**src/rtl/proc_io_pkg.sv**
```systemverilog
// Shared definitions for the processor I/O responder.
// Holds the ADDR[15:12] page map, timer register offsets and timer state encoding.
package proc_io_pkg;

  // ADDR[15:12] page map
  localparam logic [3:0] IO_LEDR  = 4'h1;
  localparam logic [3:0] IO_HEX   = 4'h2;
  localparam logic [3:0] IO_SW    = 4'h3;
  localparam logic [3:0] IO_TIMER = 4'h4;

  // Timer register select on ADDR[0]
  localparam logic TMR_COUNT_OFF = 1'b0;
  localparam logic TMR_STAT_OFF  = 1'b1;

  // Seven-segment digits HEX0..HEX5; digit indices 6/7 are unmapped
  localparam int unsigned NUM_HEX    = 6;
  localparam logic [2:0]  HEX_DIGITS = 3'd6;

  typedef enum logic [1:0] {
    StIdle,
    StRun,
    StDone
  } tmr_state_e;

endpackage

```
**src/rtl/io_timer.sv**
```systemverilog
// Programmable down-timer: a prescaler divides the clock into ticks, and each tick
// decrements the loaded count. Reaching zero latches the done flag.
// Ports:
//   clk_i, rst_ni        clock, asynchronous active-low reset
//   load_we_i, load_val_i  write to the count register (0 aborts / is ignored)
//   clear_we_i           write to the status register (acknowledges done)
//   count_o              remaining count
//   running_o, done_o    status flags; done_o doubles as the interrupt
module io_timer
  import proc_io_pkg::*;
#(
  parameter int unsigned PRESCALE = 50000,
  parameter int unsigned TIMER_W  = 16
) (
  input  logic               clk_i,
  input  logic               rst_ni,
  input  logic               load_we_i,
  input  logic [TIMER_W-1:0] load_val_i,
  input  logic               clear_we_i,
  output logic [TIMER_W-1:0] count_o,
  output logic               running_o,
  output logic               done_o
);

  localparam int unsigned    PreW    = (PRESCALE > 1) ? $clog2(PRESCALE) : 1;
  localparam logic [PreW-1:0] PreLast = PreW'(PRESCALE - 1);

  tmr_state_e         state_q, state_d;
  logic [TIMER_W-1:0] count_q, count_d;
  logic [PreW-1:0]    pre_q, pre_d;
  logic               load_nz;

  assign load_nz = load_we_i && (load_val_i != '0);

  always_ff @(posedge clk_i or negedge rst_ni) begin
    if (!rst_ni) begin
      state_q <= StIdle;
      count_q <= '0;
      pre_q   <= '0;
    end else begin
      state_q <= state_d;
      count_q <= count_d;
      pre_q   <= pre_d;
    end
  end

  always_comb begin
    state_d = state_q;
    count_d = count_q;
    pre_d   = pre_q;
    unique case (state_q)
      StIdle: begin
        if (load_nz) begin
          state_d = StRun;
          count_d = load_val_i;
          pre_d   = '0;
        end
      end
      StRun: begin
        // A write always beats the tick on the same edge
        if (load_nz) begin
          count_d = load_val_i;
          pre_d   = '0;
        end else if (load_we_i) begin
          state_d = StIdle;
          count_d = '0;
          pre_d   = '0;
        end else if (pre_q == PreLast) begin
          pre_d   = '0;
          count_d = count_q - TIMER_W'(1);
          if (count_q == TIMER_W'(1)) state_d = StDone;
        end else begin
          pre_d = pre_q + PreW'(1);
        end
      end
      StDone: begin
        if (load_nz) begin
          state_d = StRun;
          count_d = load_val_i;
          pre_d   = '0;
        end else if (clear_we_i) begin
          state_d = StIdle;
        end
      end
      default: state_d = StIdle;
    endcase
  end

  assign count_o   = count_q;
  assign running_o = (state_q == StRun);
  assign done_o    = (state_q == StDone);

endmodule

```
**src/rtl/proc_io_responder.sv**
```systemverilog
// Memory-mapped I/O responder on the 16-bit processor bus.
// Decodes ADDR[15:12] into LEDR, HEX0..HEX5, SW and timer pages; writes land on the
// strobe edge, reads return registered data one cycle after the address.
// Ports:
//   Clock, Resetn       clock, asynchronous active-low reset
//   ADDR, DOUT, W       processor address, write data, write strobe
//   SW                  raw switches (asynchronous, synchronised here)
//   DIN                 registered read data
//   LEDR, HEX0..HEX5    LED register and active-low segment outputs
//   TIRQ                timer done flag
module proc_io_responder
  import proc_io_pkg::*;
#(
  parameter int unsigned PRESCALE = 50000,
  parameter int unsigned TIMER_W  = 16
) (
  input  logic        Clock,
  input  logic        Resetn,
  input  logic [15:0] ADDR,
  input  logic [15:0] DOUT,
  input  logic        W,
  input  logic [9:0]  SW,
  output logic [15:0] DIN,
  output logic [9:0]  LEDR,
  output logic [6:0]  HEX0,
  output logic [6:0]  HEX1,
  output logic [6:0]  HEX2,
  output logic [6:0]  HEX3,
  output logic [6:0]  HEX4,
  output logic [6:0]  HEX5,
  output logic        TIRQ
);

  logic [3:0]         page;
  logic [2:0]         hex_digit;
  logic               we_ledr, we_hex, tmr_load, tmr_clear;
  logic [9:0]         ledr_q;
  logic [6:0]         hex_q [NUM_HEX];
  logic [9:0]         sw_meta_q, sw_sync_q;
  logic [15:0]        din_q, rdata;
  logic [TIMER_W-1:0] tmr_count;
  logic               tmr_running, tmr_done;
  logic               unused_bits;

  assign page      = ADDR[15:12];
  assign hex_digit = ADDR[2:0];
  assign unused_bits = ^{ADDR[11:3], DOUT};

  assign we_ledr   = W && (page == IO_LEDR);
  assign we_hex    = W && (page == IO_HEX) && (hex_digit < HEX_DIGITS);
  assign tmr_load  = W && (page == IO_TIMER) && (ADDR[0] == TMR_COUNT_OFF);
  assign tmr_clear = W && (page == IO_TIMER) && (ADDR[0] == TMR_STAT_OFF);

  always_ff @(posedge Clock or negedge Resetn) begin
    if (!Resetn) begin
      ledr_q    <= '0;
      sw_meta_q <= '0;
      sw_sync_q <= '0;
      din_q     <= '0;
      for (int i = 0; i < NUM_HEX; i++) hex_q[i] <= '0;
    end else begin
      if (we_ledr) ledr_q <= DOUT[9:0];
      if (we_hex) hex_q[hex_digit] <= DOUT[6:0];
      sw_meta_q <= SW;
      sw_sync_q <= sw_meta_q;
      // Registered every cycle so reads line up with synchronous memory
      din_q     <= rdata;
    end
  end

  always_comb begin
    rdata = '0;
    case (page)
      IO_LEDR:  rdata = 16'(ledr_q);
      IO_HEX:   if (hex_digit < HEX_DIGITS) rdata = 16'(hex_q[hex_digit]);
      IO_SW:    rdata = 16'(sw_sync_q);
      IO_TIMER: rdata = (ADDR[0] == TMR_STAT_OFF) ? {14'b0, tmr_running, tmr_done}
                                                  : 16'(tmr_count);
      default:  rdata = '0;
    endcase
  end

  io_timer #(
    .PRESCALE (PRESCALE),
    .TIMER_W  (TIMER_W)
  ) u_timer (
    .clk_i      (Clock),
    .rst_ni     (Resetn),
    .load_we_i  (tmr_load),
    .load_val_i (DOUT[TIMER_W-1:0]),
    .clear_we_i (tmr_clear),
    .count_o    (tmr_count),
    .running_o  (tmr_running),
    .done_o     (tmr_done)
  );

  assign DIN  = din_q;
  assign LEDR = ledr_q;
  assign TIRQ = tmr_done;
  assign HEX0 = ~hex_q[0];
  assign HEX1 = ~hex_q[1];
  assign HEX2 = ~hex_q[2];
  assign HEX3 = ~hex_q[3];
  assign HEX4 = ~hex_q[4];
  assign HEX5 = ~hex_q[5];

endmodule

```
**config.mk**
```make
export PLATFORM = sky130hd
export DESIGN_NAME = proc_io_responder
export DESIGN_NICKNAME = d
export VERILOG_FILES = /design/src/rtl/proc_io_pkg.sv /design/src/rtl/io_timer.sv /design/src/rtl/proc_io_responder.sv
export SDC_FILE = /design/constraint.sdc
export NUM_CORES = 1
export LEC_CHECK = 0
export ABC_AREA = 1
export CAP_MARGIN = 20
export CORE_MARGIN = 3
export CORE_UTILIZATION = 40
export CTS_CLUSTER_SIZE = 20
export DETAILED_ROUTE_END_ITERATION = 8
export PLACE_DENSITY = 0.64
export SLEW_MARGIN = 30
export SYNTH_ARGS = -nofsm -noshare
export SYNTH_HDL_FRONTEND = slang
export SYNTH_SLANG_ARGS = --single-unit
```
**constraint.sdc**
```tcl
create_clock -name Clock -period 3.16 [get_ports Clock]
set_input_delay 0.632 -clock Clock [delete_from_list [all_inputs] [get_ports Clock]]
set_output_delay 0.632 -clock Clock [all_outputs]
set_load 0.02 [all_outputs]
```
==> results.cfg, run 1 <==
[outcome]
status = finished, final reports clean

[grt]
grt_max_degree = 74
grt-ovfl-total = 0
grt_pass1_wl_um = 25960
antenna_found_initial = 0
grt.total_usage_pct = 20.66
grt_pass1_vias = 4808

[synth]
synth_seq_cells = 122
ys_types = 32
synth_top_family_by_area = simple AND/OR/NAND/NOR gates
ys_top_cells_by_count = nand2_1, dfrtp_1, inv_1
synth_top_area_share_pct = 51.54
synth_edf_count = 0
syn_inst = 761
synthSimpleGateAreaFrac_pct = 27.99
syn_area_sq_um = 5923
synth_nets = 809
synth_area_leaders = dfrtp_1, nand2_1, inv_1
synth_area_leader_cell = dfrtp_1
synth_xor_area_share_pct = 1.183
synth_area_per_cell_sq_um = 7.783
ys_async_sr_fraction_pct = 100.0
yosysMostFrequentCell = nand2_1
synth_compound_area_share_pct = 9.252
yosysWarnings = 0
synth_flop_cell = dfrtp_1
muxShareOfSynthArea_pct = 0.5703
synthAdderAreaFrac_pct = 0.6337
ys_seq_area_share_pct = 51.54

[worst_setup_path]
cp_slowest_cell = clkdlybuf4s50_1
crit_chain = nor2_1 > clkdlybuf4s50_1
critPathMaxFanout = 6
max_stage_delay_ns = 0.66
criticalPathCategory = reg2out
r2r_slack_ns = 1.36
start_kind = flip-flop
rr_startpoint = u_timer.count_o[0]
reg2reg_depth = 8
required_ns = 2.53
critical_path_buf_inv_count = 1
end_kind = primary output
reg2reg_to = u_timer.count_o[13]
critPathTopFamily = buffers and inverters
crit_arrival_ns = 1.79

[floorplan]
io_pins = 114
die_w_um = 127.7
die_y_um = 127.7
initial_core_util_pct = 41.70
core-area_sq_um = 14200
placementRows = 43
die_area_sq_um = 16300

[clock_network]
clk_pin_slew_ns = 0.05
ctsResizeCount = 0
postCtsSetupRepairBufs = 0
numCtsBuffers = 17
cts.sinks = 122
cts_tree = done
clock_latency_ns = 0.42
htree_levels = 4
cts.path.max_buffers = 2
cts_hold_buf = 0
clockRootBuffer = clkbuf_16

[power_and_ir_drop]
power_density_nw_per_um2 = 705.9
p_leak_nw = 3.662
swShare_pct = 32.20
power_frac_seq_pct = 36.0
p_comb_share_pct = 25.2
total_power_mw = 5.525
pwr-share-clk_pct = 38.8
internal_power_mw = 3.746
max-vdd-ir-drop_mv = 0.3806
switching_power_mw = 1.779

[timing]
fmax_mhz = 413.2
worst_slack_ns = 0.7396
finClkSkew_ns = 0.004705
max_slew_margin_pct = 48.72
setup_viol = 0
finalHoldViolCount = 0
grt_setup_unrepaired = no
finalCritPeriodShare_pct = 76.59
slew_viol_final = 0
worst_pin_slew_ns = 0.7650
setup_tns_ns = 0
hold-worst-slack_ns = 0.1167
period_minus_slack_ns = 2.420

[detailed_routing]
wl_um = 16250
drt_iter0_drc = 438
wl_per_cell_um = 15.15
drtAntennaViolNets = 0
first_pass_iters = 5
avgViaCountPerCell = 4.882
vias = 5238
route.detailed.drc = 0

[cells_and_area]
area_growth_pct = 32.13
final_core_util_pct = 55.10
nets = 928
instances_no_fill = 1073
final_area_sq_um = 7826
layout-drive-gt1-share_pct = 6.607
diodes = 0

[placement]
post-place-cells = 1041
place_ws_ns = 0.4597
hpwl_um = 11600
gp_congestion = 0.8795
placed_area_sq_um = 7172
placement.io_buffers = 104

[worst_hold_path]
min-delay-path-class = in2async

[run]
maxCapViolCount = 0
==> worst register-to-register path, cell delays in order, from the launching register on <==
cell and delay [ns]:
dfrtp_1 0.40, inv_1 0.13, nand3_1 0.15, nor2_1 0.57, nand4_1 0.16, nand3_1 0.13
nand2_1 0.06, nand2_1 0.05, nand2_1 0.04
==> power groups by stage <==
stage | logic, mW | clock network, mW | registers [mW]
global placement | 1.38 | 0 | 2.01
global route | 1.59 | 2.24 | 2.02
detailed placement | 1.39 | 0 | 2.01
CTS | 1.40 | 2.16 | 1.98
floorplan | 0.878 | 0 | 2.00
finish | 1.39 | 2.14 | 1.99
==> layer usage <==
metal / part of all wire (%) / track usage [%] / up-vias / routed length (um)
li1: - / - / 2638 / -
met1: 48 / 30.67 / 2422 / 7789
met2: 44 / 30.04 / 164 / 7150
met3: 7.1 / 5.375 / 14 / 1150
met4: 1.0 / 5.618 / 0 / 164
met5: 0 / 0 / - / 0
==> state kept, by name, summed over array words and instances (netlist names) <==
| register | flops |
|---|---|
| hex_q | 42 |
| DIN | 16 |
| u_timer.count_o | 16 |
| u_timer.pre_q | 16 |
| LEDR | 10 |
| sw_meta_q | 10 |
| sw_sync_q | 10 |
| u_timer.state_q | 2 |
==> final cells by class <==
| type | instances | area (sq um) |
|---|---|---|
| Clock buffer | 22 | 464.2 |
| Clock inverter | 10 | 190.2 |
| Fill cell | 1343 | 6377 |
| Inverter | 108 | 407.9 |
| Multi-Input combinational cell | 517 | 2347 |
| Sequential cell | 122 | 3053 |
| Tap cell | 180 | 225.2 |
| Timing Repair Buffer | 114 | 1139 |
==> logic make-up (layout without fill, tap and decap cells) <==
| group | count (synthesis) | in the layout |
|---|---|---|
| compound gates | 101 | 101 |
| buf+inv | 122 | 254 |
| mux | 3 | 3 |
| fa+ha+maj | 3 | 3 |
| flops | 122 | 122 |
| simple gates | 402 | 402 |
| xor+xnor | 8 | 8 |
==> how the worst max path moves through the flow <==
stage | from | to | slack (ns) | cells after the start
3_5_place_dp | ADDR[15] | hex_q[5] | 0.46 | 6
5_1_grt | ADDR[15] | hex_q[19] | 0.66 | 7
6_report | u_timer.state_q[0] | TIRQ | 0.74 | 2
2_1_floorplan | ADDR[12] | u_timer.count_o[6] | 1.42 | 9
3_3_place_gp | ADDR[15] | hex_q[1] | 0.50 | 7
4_1_cts | u_timer.state_q[0] | TIRQ | 0.72 | 2
==> cell usage in the layout, fill, tap and decap left out, drive strengths merged <==
cell type and instances:
ha 3, bufinv 5, clkdlybuf4s50 103, o21ai 73
xor2 6, clkbuf 22, a21oi 14, a211oi 1
clkinv 2, nand2 257, a221oi 2, mux2 3
nand3 40, xnor2 2, o22ai 6, or2 3
o211ai 3, buf 11, nor3 7, nand4 15
dfrtp 122, a22oi 2, inv 108, clkinvlp 3
nor2 80
Power figures use the tool's default switching activity.
==> inputs of run 2 (changes only) <==
==> constraint.sdc (replaced) <==
create_clock -name Clock -period 2.25 [get_ports Clock]
set_input_delay 0.45 -clock Clock [delete_from_list [all_inputs] [get_ports Clock]]
set_output_delay 0.45 -clock Clock [all_outputs]
set_load 0.02 [all_outputs]
==> run 2 against run 1 <==
  * Wire length rose by 2.5%
  * Non-clock buffer count rose by 29
  * Sequential power rose by 40%
  * Final area rose by 3.0%
  * Hold slack improved by 0.23 ns
  * Global-route usage rose by 0.59 points
  * Clock-buffer cell count did not move
  * Worst setup slack got worse by 0.45 ns
  * Core utilization rose by 1.6 points
  * Final cell count rose by 2.7%
  * Via count rose by 3.2%
  * Clock power rose by 36%
  * Critical endpoint is now HEX2[2]
  * Largest power group unchanged
==> results.cfg, run 2 (same netlist as run 1, synthesis figures left out) <==
[floorplan]
die_area_sq_um = 16300
die_w_um = 127.7
placementRows = 43
die_y_um = 127.7
core-area_sq_um = 14200
initial_core_util_pct = 41.70
io_pins = 114

[power_and_ir_drop]
power_frac_seq_pct = 35.8
p_leak_nw = 3.807
pwr-share-clk_pct = 37.3
swShare_pct = 32.49
power_density_nw_per_um2 = 967.1
max-vdd-ir-drop_mv = 0.5692
switching_power_mw = 2.532
p_comb_share_pct = 26.9
internal_power_mw = 5.261
total_power_mw = 7.793

[timing]
worst_slack_ns = 0.2869
setup_viol = 0
fmax_mhz = 509.4
grt_setup_unrepaired = no
finalHoldViolCount = 0
slew_viol_final = 0
finalCritPeriodShare_pct = 87.25
worst_pin_slew_ns = 0.4523
period_minus_slack_ns = 1.963
finClkSkew_ns = 0.005415
max_slew_margin_pct = 69.82
setup_tns_ns = 0

[worst_setup_path]
start_kind = flip-flop
critPathMaxFanout = 2
end_kind = primary output
criticalPathCategory = reg2out
crit_arrival_ns = 1.51
required_ns = 1.80

[detailed_routing]
route.detailed.drc = 0
wl_per_cell_um = 15.12
vias = 5405
drtAntennaViolNets = 0
avgViaCountPerCell = 4.905
first_pass_iters = 5
drt_iter0_drc = 332
wl_um = 16660

[worst_hold_path]
min-delay-path-class = reg2reg

[placement]
place_ws_ns = 0.03668
hpwl_um = 12070
placement.io_buffers = 104
gp_congestion = 0.8939

[cells_and_area]
area_growth_pct = 36.04
multi_input_area_sq_um = 2347
nets = 957
layout-drive-gt1-share_pct = 9.436
nFillCells = 1316
layout_commonest_cell = nand2_1
layout_common_cells = nand2_1, dfrtp_1, inv_1, clkdlybuf4s50_1, nor2_1
registers.top_by_ff_count = hex_q
largest_reg_flops = 42
diodes = 0
regArea_sq_um = 3053

[clock_network]
postCtsSetupRepairBufs = 0
htree_levels = 4
clock_latency_ns = 0.42
clk_pin_slew_ns = 0.06
clockRootBuffer = clkbuf_16
cts.sinks = 122
cts.path.max_buffers = 2
numCtsBuffers = 17
cts_tree = done

[run]
maxCapViolCount = 0

[outcome]
status = finished, final reports clean

[grt]
grt.total_usage_pct = 21.25
grt_max_degree = 56
grt-ovfl-total = 0
antenna_found_initial = 0
grt_pass1_wl_um = 26670
grt_pass1_vias = 5063
run 2: stage by stage:
| stage | instance area [sq um] | cells | utilization [%] | hold WS, ns |
|---|---|---|---|---|
| floorplan | 5923 | 761 | - | 0.1544 |
| global placement | 7420 | 1069 | 52.24 | 0.3330 |
| detailed placement | 7420 | 1069 | 52.24 | 0.3347 |
| CTS | 8058 | 1102 | 56.73 | 0.3474 |
| global route | 8058 | 1102 | 56.73 | 0.3641 |
| finish | 8058 | 1102 | 56.73 | 0.3461 |
run 2: worst max-delay path, stage by stage, from the launching register on:
cell and delay (ns):
dfrtp_1 0.38, inv_1 0.10, clkdlybuf4s50_1 0.61
run 2: path summary, 6_finish.rpt:
| kind | slack [ns] | to | startpoint | depth (start not counted) |
|---|---|---|---|---|
| setup reg to reg | 0.52 | u_timer.pre_q[15] | u_timer.pre_q[2] | 9 |
| min in group asynchronous | 0.52 | sw_meta_q[9] | Resetn | 2 |
| setup / recovery | 0.29 | HEX2[2] | hex_q[23] | 2 |
| hold / removal | 0.35 | sw_sync_q[2] | sw_meta_q[2] | 0 |
| max in group asynchronous | 0.97 | hex_q[39] | Resetn | 3 |
| hold reg to reg | 0.35 | sw_sync_q[2] | sw_meta_q[2] | 0 |
run 2: what timing repair did:
| item | CTS | global route |
|---|---|---|
| endpoints found under the hold margin | 29 | 0 |
| resized for setup | 1 | 0 |
| hold buffers | 1 | 0 |
| setup endpoints to repair | 1 | 0 |
run 2: layout make-up:
| cell class | count | area share (%) |
|---|---|---|
| sequential | 122 | 37.89 |
| multi-input combinational | 517 | 29.13 |
| timing repair buffer | 143 | 17.31 |
| clock buffer | 22 | 5.761 |
| inverter | 108 | 5.062 |
| tap | 180 | 2.795 |
| clock inverter | 10 | 2.050 |
run 2: routing by layer:
| layer | wire length (um) | track usage [%] | vias to the layer above |
|---|---|---|---|
| met2 | 7473 | 31.53 | 160 |
| met1 | 8026 | 30.90 | 2537 |
| met5 | 0 | 0 | - |
| met4 | 242 | 6.554 | 0 |
| li1 | - | - | 2688 |
| met3 | 921 | 5.167 | 20 |
run 2: power groups by stage:
stage          Combinational [mW]  Sequential (mW)  Clock, mW
2_1_floorplan                1.23             2.80          0
3_3_place_gp                 2.07             2.81          0
3_5_place_dp                 2.11             2.82          0
4_1_cts                      2.11             2.78       2.95
5_1_grt                      2.35             2.84       3.05
6_report                     2.09             2.79       2.91
